`src/rtl/andor3_sweep_ctrl_if.sv`:
```
// Handshake and gate-side bus between andor3_sweep_ctrl and its requester / andor3 block.
// fail_mask exists only when ANDOR3_FAILMASK_EN is defined.
interface andor3_sweep_ctrl_if;
  logic       start;
  logic       abort;
  logic       a;
  logic       b;
  logic       c;
  logic       y;
  logic       z;
  logic       busy;
  logic       done;
  logic       pass;
  logic [3:0] fail_cnt;
  logic [2:0] first_fail;
  logic       first_fail_vld;
`ifdef ANDOR3_FAILMASK_EN
  logic [7:0] fail_mask;

  modport master (
    output start, abort, y, z,
    input  a, b, c, busy, done, pass, fail_cnt, first_fail, first_fail_vld, fail_mask
  );
  modport slave (
    input  start, abort, y, z,
    output a, b, c, busy, done, pass, fail_cnt, first_fail, first_fail_vld, fail_mask
  );
`else
  modport master (
    output start, abort, y, z,
    input  a, b, c, busy, done, pass, fail_cnt, first_fail, first_fail_vld
  );
  modport slave (
    input  start, abort, y, z,
    output a, b, c, busy, done, pass, fail_cnt, first_fail, first_fail_vld
  );
`endif
endinterface

```
`src/rtl/andor3_sweep_ctrl.sv`:
```
// BIST sequencer: walks all 8 andor3 input vectors, holds each SETTLE cycles, checks y/z.
// Optional per-vector fail bitmap enabled by defining ANDOR3_FAILMASK_EN.
module andor3_sweep_ctrl #(
  parameter int         SETTLE = 2,
  parameter logic [7:0] EXP_Y  = 8'h80,
  parameter logic [7:0] EXP_Z  = 8'hFE
) (
  input logic              clk,
  input logic              rst,
  andor3_sweep_ctrl_if.slave bus
);

  localparam logic [2:0] IDLE   = 3'd0;
  localparam logic [2:0] DRIVE  = 3'd1;
  localparam logic [2:0] WAIT   = 3'd2;
  localparam logic [2:0] SAMPLE = 3'd3;
  localparam logic [2:0] FIN    = 3'd4;

  localparam logic [3:0] SETTLE_LD = 4'(SETTLE);

  logic [2:0] state;
  logic [2:0] vec;
  logic [3:0] settle_cnt;
  logic [2:0] abc;
  logic       busy;
  logic       done;
  logic       pass;
  logic [3:0] fail_cnt;
  logic [2:0] first_fail;
  logic       first_fail_vld;
`ifdef ANDOR3_FAILMASK_EN
  logic [7:0] fail_mask;
`endif

  logic mismatch;
  assign mismatch = (bus.y != EXP_Y[vec]) || (bus.z != EXP_Z[vec]);

  always_ff @(posedge clk or posedge rst) begin
    if (rst) begin
      state          <= IDLE;
      vec            <= 3'd0;
      settle_cnt     <= 4'd0;
      abc            <= 3'd0;
      busy           <= 1'b0;
      done           <= 1'b0;
      pass           <= 1'b0;
      fail_cnt       <= 4'd0;
      first_fail     <= 3'd0;
      first_fail_vld <= 1'b0;
`ifdef ANDOR3_FAILMASK_EN
      fail_mask      <= 8'd0;
`endif
    end else begin
      done <= 1'b0;
      // abort only matters while busy; it takes priority over any sample that cycle
      if (busy && bus.abort) begin
        state <= IDLE;
        abc   <= 3'd0;
        busy  <= 1'b0;
      end else begin
        case (state)
          IDLE: begin
            abc <= 3'd0;
            if (bus.start && !bus.abort) begin
              state          <= DRIVE;
              vec            <= 3'd0;
              busy           <= 1'b1;
              pass           <= 1'b0;
              fail_cnt       <= 4'd0;
              first_fail     <= 3'd0;
              first_fail_vld <= 1'b0;
`ifdef ANDOR3_FAILMASK_EN
              fail_mask      <= 8'd0;
`endif
            end
          end
          DRIVE: begin
            abc        <= vec;
            settle_cnt <= SETTLE_LD;
            state      <= WAIT;
          end
          WAIT: begin
            if (settle_cnt <= 4'd1) begin
              state <= SAMPLE;
            end else begin
              settle_cnt <= settle_cnt - 4'd1;
            end
          end
          SAMPLE: begin
            if (mismatch) begin
              fail_cnt <= fail_cnt + 4'd1;
`ifdef ANDOR3_FAILMASK_EN
              fail_mask[vec] <= 1'b1;
`endif
              if (!first_fail_vld) begin
                first_fail     <= vec;
                first_fail_vld <= 1'b1;
              end
            end
            if (vec == 3'd7) begin
              state <= FIN;
              done  <= 1'b1;
              busy  <= 1'b0;
              pass  <= (fail_cnt == 4'd0) && !mismatch;
            end else begin
              vec   <= vec + 3'd1;
              state <= DRIVE;
            end
          end
          FIN: begin
            abc   <= 3'd0;
            state <= IDLE;
          end
          default: begin
            abc   <= 3'd0;
            busy  <= 1'b0;
            state <= IDLE;
          end
        endcase
      end
    end
  end

  assign bus.a              = abc[2];
  assign bus.b              = abc[1];
  assign bus.c              = abc[0];
  assign bus.busy           = busy;
  assign bus.done           = done;
  assign bus.pass           = pass;
  assign bus.fail_cnt       = fail_cnt;
  assign bus.first_fail     = first_fail;
  assign bus.first_fail_vld = first_fail_vld;
`ifdef ANDOR3_FAILMASK_EN
  assign bus.fail_mask      = fail_mask;
`endif

endmodule

```
`src/flat_wrapper.sv`:
```
// flat-port wrapper written by rule: the top's interface ports become plain ports
module andor3_sweep_ctrl_flat 
#(
  parameter int         SETTLE = 2,
  parameter logic [7:0] EXP_Y  = 8'h80,
  parameter logic [7:0] EXP_Z  = 8'hFE
)
  (clk, rst, bus_start, bus_abort, bus_y, bus_z, bus_a, bus_b, bus_c, bus_busy, bus_done, bus_pass, bus_fail_cnt, bus_first_fail, bus_first_fail_vld);
  andor3_sweep_ctrl_if bus_i ();
  input logic clk;
  input logic rst;
  input wire logic [$bits(bus_i.start)-1:0] bus_start;
  input wire logic [$bits(bus_i.abort)-1:0] bus_abort;
  input wire logic [$bits(bus_i.y)-1:0] bus_y;
  input wire logic [$bits(bus_i.z)-1:0] bus_z;
  output wire logic [$bits(bus_i.a)-1:0] bus_a;
  output wire logic [$bits(bus_i.b)-1:0] bus_b;
  output wire logic [$bits(bus_i.c)-1:0] bus_c;
  output wire logic [$bits(bus_i.busy)-1:0] bus_busy;
  output wire logic [$bits(bus_i.done)-1:0] bus_done;
  output wire logic [$bits(bus_i.pass)-1:0] bus_pass;
  output wire logic [$bits(bus_i.fail_cnt)-1:0] bus_fail_cnt;
  output wire logic [$bits(bus_i.first_fail)-1:0] bus_first_fail;
  output wire logic [$bits(bus_i.first_fail_vld)-1:0] bus_first_fail_vld;
  assign bus_i.start = bus_start;
  assign bus_i.abort = bus_abort;
  assign bus_i.y = bus_y;
  assign bus_i.z = bus_z;
  assign bus_a = bus_i.a;
  assign bus_b = bus_i.b;
  assign bus_c = bus_i.c;
  assign bus_busy = bus_i.busy;
  assign bus_done = bus_i.done;
  assign bus_pass = bus_i.pass;
  assign bus_fail_cnt = bus_i.fail_cnt;
  assign bus_first_fail = bus_i.first_fail;
  assign bus_first_fail_vld = bus_i.first_fail_vld;
  andor3_sweep_ctrl #(.SETTLE(SETTLE), .EXP_Y(EXP_Y), .EXP_Z(EXP_Z)) u_core (.clk(clk), .rst(rst), .bus(bus_i));
endmodule
```
`config.mk`:
```
export PLATFORM = sky130hd
export DESIGN_NAME = andor3_sweep_ctrl_flat
export DESIGN_NICKNAME = d
export VERILOG_FILES = /design/src/rtl/andor3_sweep_ctrl_if.sv /design/src/rtl/andor3_sweep_ctrl.sv /design/src/flat_wrapper.sv
export SDC_FILE = /design/constraint.sdc
export NUM_CORES = 1
export LEC_CHECK = 0
export ABC_AREA = 1
export BUFFER_PORTS_ARGS = -buffer_cell sky130_fd_sc_hd__buf_2
export CORE_MARGIN = 2
export CORE_UTILIZATION = 45
export CTS_CLUSTER_SIZE = 12
export DETAILED_ROUTE_END_ITERATION = 10
export GPL_TIMING_DRIVEN = 0
export PLACE_DENSITY = 0.68
export SLEW_MARGIN = 20
export SYNTH_ARGS = -nofsm -noshare
export SYNTH_HDL_FRONTEND = slang
export SYNTH_SLANG_ARGS = --single-unit
```
`constraint.sdc`:
```
create_clock -name clk -period 1.52 [get_ports clk]
set_clock_uncertainty 0.05 [all_clocks]
set_input_delay 0.304 -clock clk [delete_from_list [all_inputs] [get_ports clk]]
set_output_delay 0.304 -clock clk [all_outputs]
set_load 0.1 [all_outputs]
```
==> impl_metrics.toml <==
[status]
status = "finished with violations"
violations = "design-rule violations, negative setup slack"

[power_and_ir_drop]
ir_drop_mv = 1.25
intPower_uw = 1560
switching_share_pct = 54.3
pwr-share-seq_pct = 30.2
p_leak_uw = 0.000868
power_switching_uw = 1850
clockPowerShare_pct = 9.8
power_density_nw_per_um2 = 2060
p_comb_share_pct = 60.0
power.total_uw = 3410

[global_routing]
met1_usage_pct = 22.8
grtUsageTotal_pct = 18.0
antenna_found_initial = 0
grt_pass1_vias = 1120
top_usage_layer = "met2"
grtUsageMet3_pct = 3.30
grt_max_degree = 25
gr-total-overflow = 0
grt_pass1_wl_um = 4750
use_met2_pct = 29.0

[setup_path]
worstSetupStartpointType = "register"
critical_path_required_ns = 1.68
path_class = "register to register"
crit_fanout = 7
cp.arrival_ns = 1.69
worstRegToRegCells = 10
endpoint_kind = "register"

[layout]
fin_area_um2 = 1660
fin_nets = 209
final_common_cell = "nand2_1"
drive_above_1_share_pct = 34.4
final_cells = 226
antennaDiodeCount = 0
syn_to_final_growth_pct = 22.6
layout_common_cells = "43 x nand2_1, 18 x dfrtp_1, 16 x inv_1, 16 x nand3_1, 13 x buf_2"

[synth]
synthDistinctLibCells = 23
syn_nets = 182
synth_top_area_cell = "dfrtp_1"
yosys-top-cells-area = "dfrtp_1 44%, nand2_1 15%, ha_1 6.5%"
synth-edff-count = 0
synth_warnings = 0
ys.flop_type = "dfrtp_1"
ys_ff_latch = 24
yosysSeqAreaShare_pct = 44.4
syn_inst = 169
synth_top_area_share_pct = 44.4
avgSynthCellArea_um2 = 8.00
syn-cell-area_um2 = 1350
ys_async_sr_fraction_pct = 100

[sta]
period_needed_ns = 1.53
hold_violations = 0
rsz0062_at_grt = "yes"
holdWs_ns = 0.116
maxClockFrequency_ghz = 0.654
slew_headroom_pct = 38.7
setup_viol = 2
slew_viol_final = 0
setup_slack_ns = -0.00972
tightest_slew_ns = 0.918
fin_crit_sh_pct = 101

[placement]
hpwl_um = 2010
port-buffer-count = 19
place_inst = 219
dpl_cell_area_um2 = 1500
place_congestion = 0.807

[detailed_routing]
drcViolationCount = 2
drt_wl_total_um = 2870
vias_per_cell = 5.20
wl_per_cell_um = 12.7
drtIter0Drc = 60
firstDrtPassIters = 7
ant_nets = 0
vias = 1175

[clock_network]
path_clk_slew_ns = 0.13
cts_root_buf = "clkbuf_4"
cts_max_path_buffers = 2
cts_buffers = 3
cts_tree = "yes"
cts_sinks = 24
clk_latency_ns = 0.31
htree_levels = 1

[floorplanning]
start_util_pct = 48.2
rows = 19
coreArea_um2 = 2810
die_w_um = 58.8
die_area_um2 = 3460
ios = 20
die_h_um = 58.8

[min_path]
hold_path.class = "input port to asynchronous set/reset pin"

[run]
cap_violations = 0
==> metal layers <==
layer,vias to the layer above,share of wire [%]
met5,-,0
met4,0,2.2
met3,6,4.8
met2,36,49
met1,548,44
li1,585,-
==> logic make-up (layout without fill, tap and decap cells) <==
logic type      after synthesis  count (layout)  share of synthesized area, %
simple gates                 97              97                          33.8
fa+ha+maj                     7               7                          6.48
xor+xnor                      3               3                          1.94
flops                        24              24                          44.4
buf+inv                      22              48                          6.67
compound gates               16              16                          6.67
==> registers in the layout, indices dropped and copies added, names as in the netlist, 3 cells and up <==
signal and cells:
u_core.abc 3, u_core.state 3, u_core.bus.first_fail 3, u_core.bus.fail_cnt 4, u_core.settle_cnt 4, u_core.vec 3
==> power groups by stage <==
stage / Combinational [µW] / Sequential (µW) / Clock (µW)
final: 2040 / 1030 / 333
after global routing: 2240 / 1060 / 369
after CTS: 1900 / 1010 / 349
after detailed placement: 1830 / 1020 / 0
after global placement: 1790 / 1010 / 0
after floorplan: 890 / 1630 / 0
==> cells in the mapped netlist, types with 2 or more instances <==
cell type   n
a21oi_1     3
nand2_4     2
inv_1      20
o21ai_0     8
nand2_2     2
nand3_1    16
ha_1        7
nand2_1    53
nor2_1     15
o21ai_2     2
o21ai_1     2
dfrtp_1    24
xor2_1      3
nand4_1     3
==> final cells by class <==
| class | instances | area (µm²) |
|---|---|---|
| timing repair buffer | 22 | 133 |
| clock buffer | 4 | 36.3 |
| fill | 259 | 1150 |
| tap | 31 | 38.8 |
| inverter | 21 | 78.8 |
| buffer | 1 | 11.3 |
| sequential | 24 | 613 |
| multi-input combinational | 123 | 746 |
==> timing repair <==
action / CTS / global route
pin swaps: 3 / 4
resized for setup: 13 / 22
hold buffers: 0 / 0
setup endpoints to repair: 18 / 21
setup buffers: 1 / 2
==> through the flow <==
stage	worst slack, ns	TNS [ns]	util (%)
floorplan	0.0255	0	-
global placement	-0.0623	-0.364	53.4
detailed placement	-0.0723	-0.532	53.4
CTS	-0.00139	-0.00139	56.3
global route	-0.102	-0.813	59.1
finish	-0.00972	-0.0157	59.1
==> worst paths after layout <==
check                                         start                  endpoint  slack, ns
max in group asynchronous                       rst           u_core.bus.busy       0.64
hold reg to reg            u_core.bus.first_fail[2]  u_core.bus.first_fail[2]       0.45
hold / removal                                  rst      u_core.settle_cnt[0]       0.12
setup reg to reg                      u_core.vec[1]  u_core.bus.first_fail[0]      -0.01
min in group clk                          bus_abort           u_core.bus.busy       0.27
setup / recovery                      u_core.vec[1]  u_core.bus.first_fail[0]      -0.01
==> critical path: stages, from the launching register on <==
cell and delay, ns:
dfrtp_1 0.42, ha_2 0.21, ha_4 0.18, inv_2 0.05
nand2_2 0.04, nand2_2 0.07, nor2_4 0.04, nand2_4 0.12
nand3_4 0.11, nand2_2 0.08, nand2_1 0.05
(Power assumes the default switching activity.)
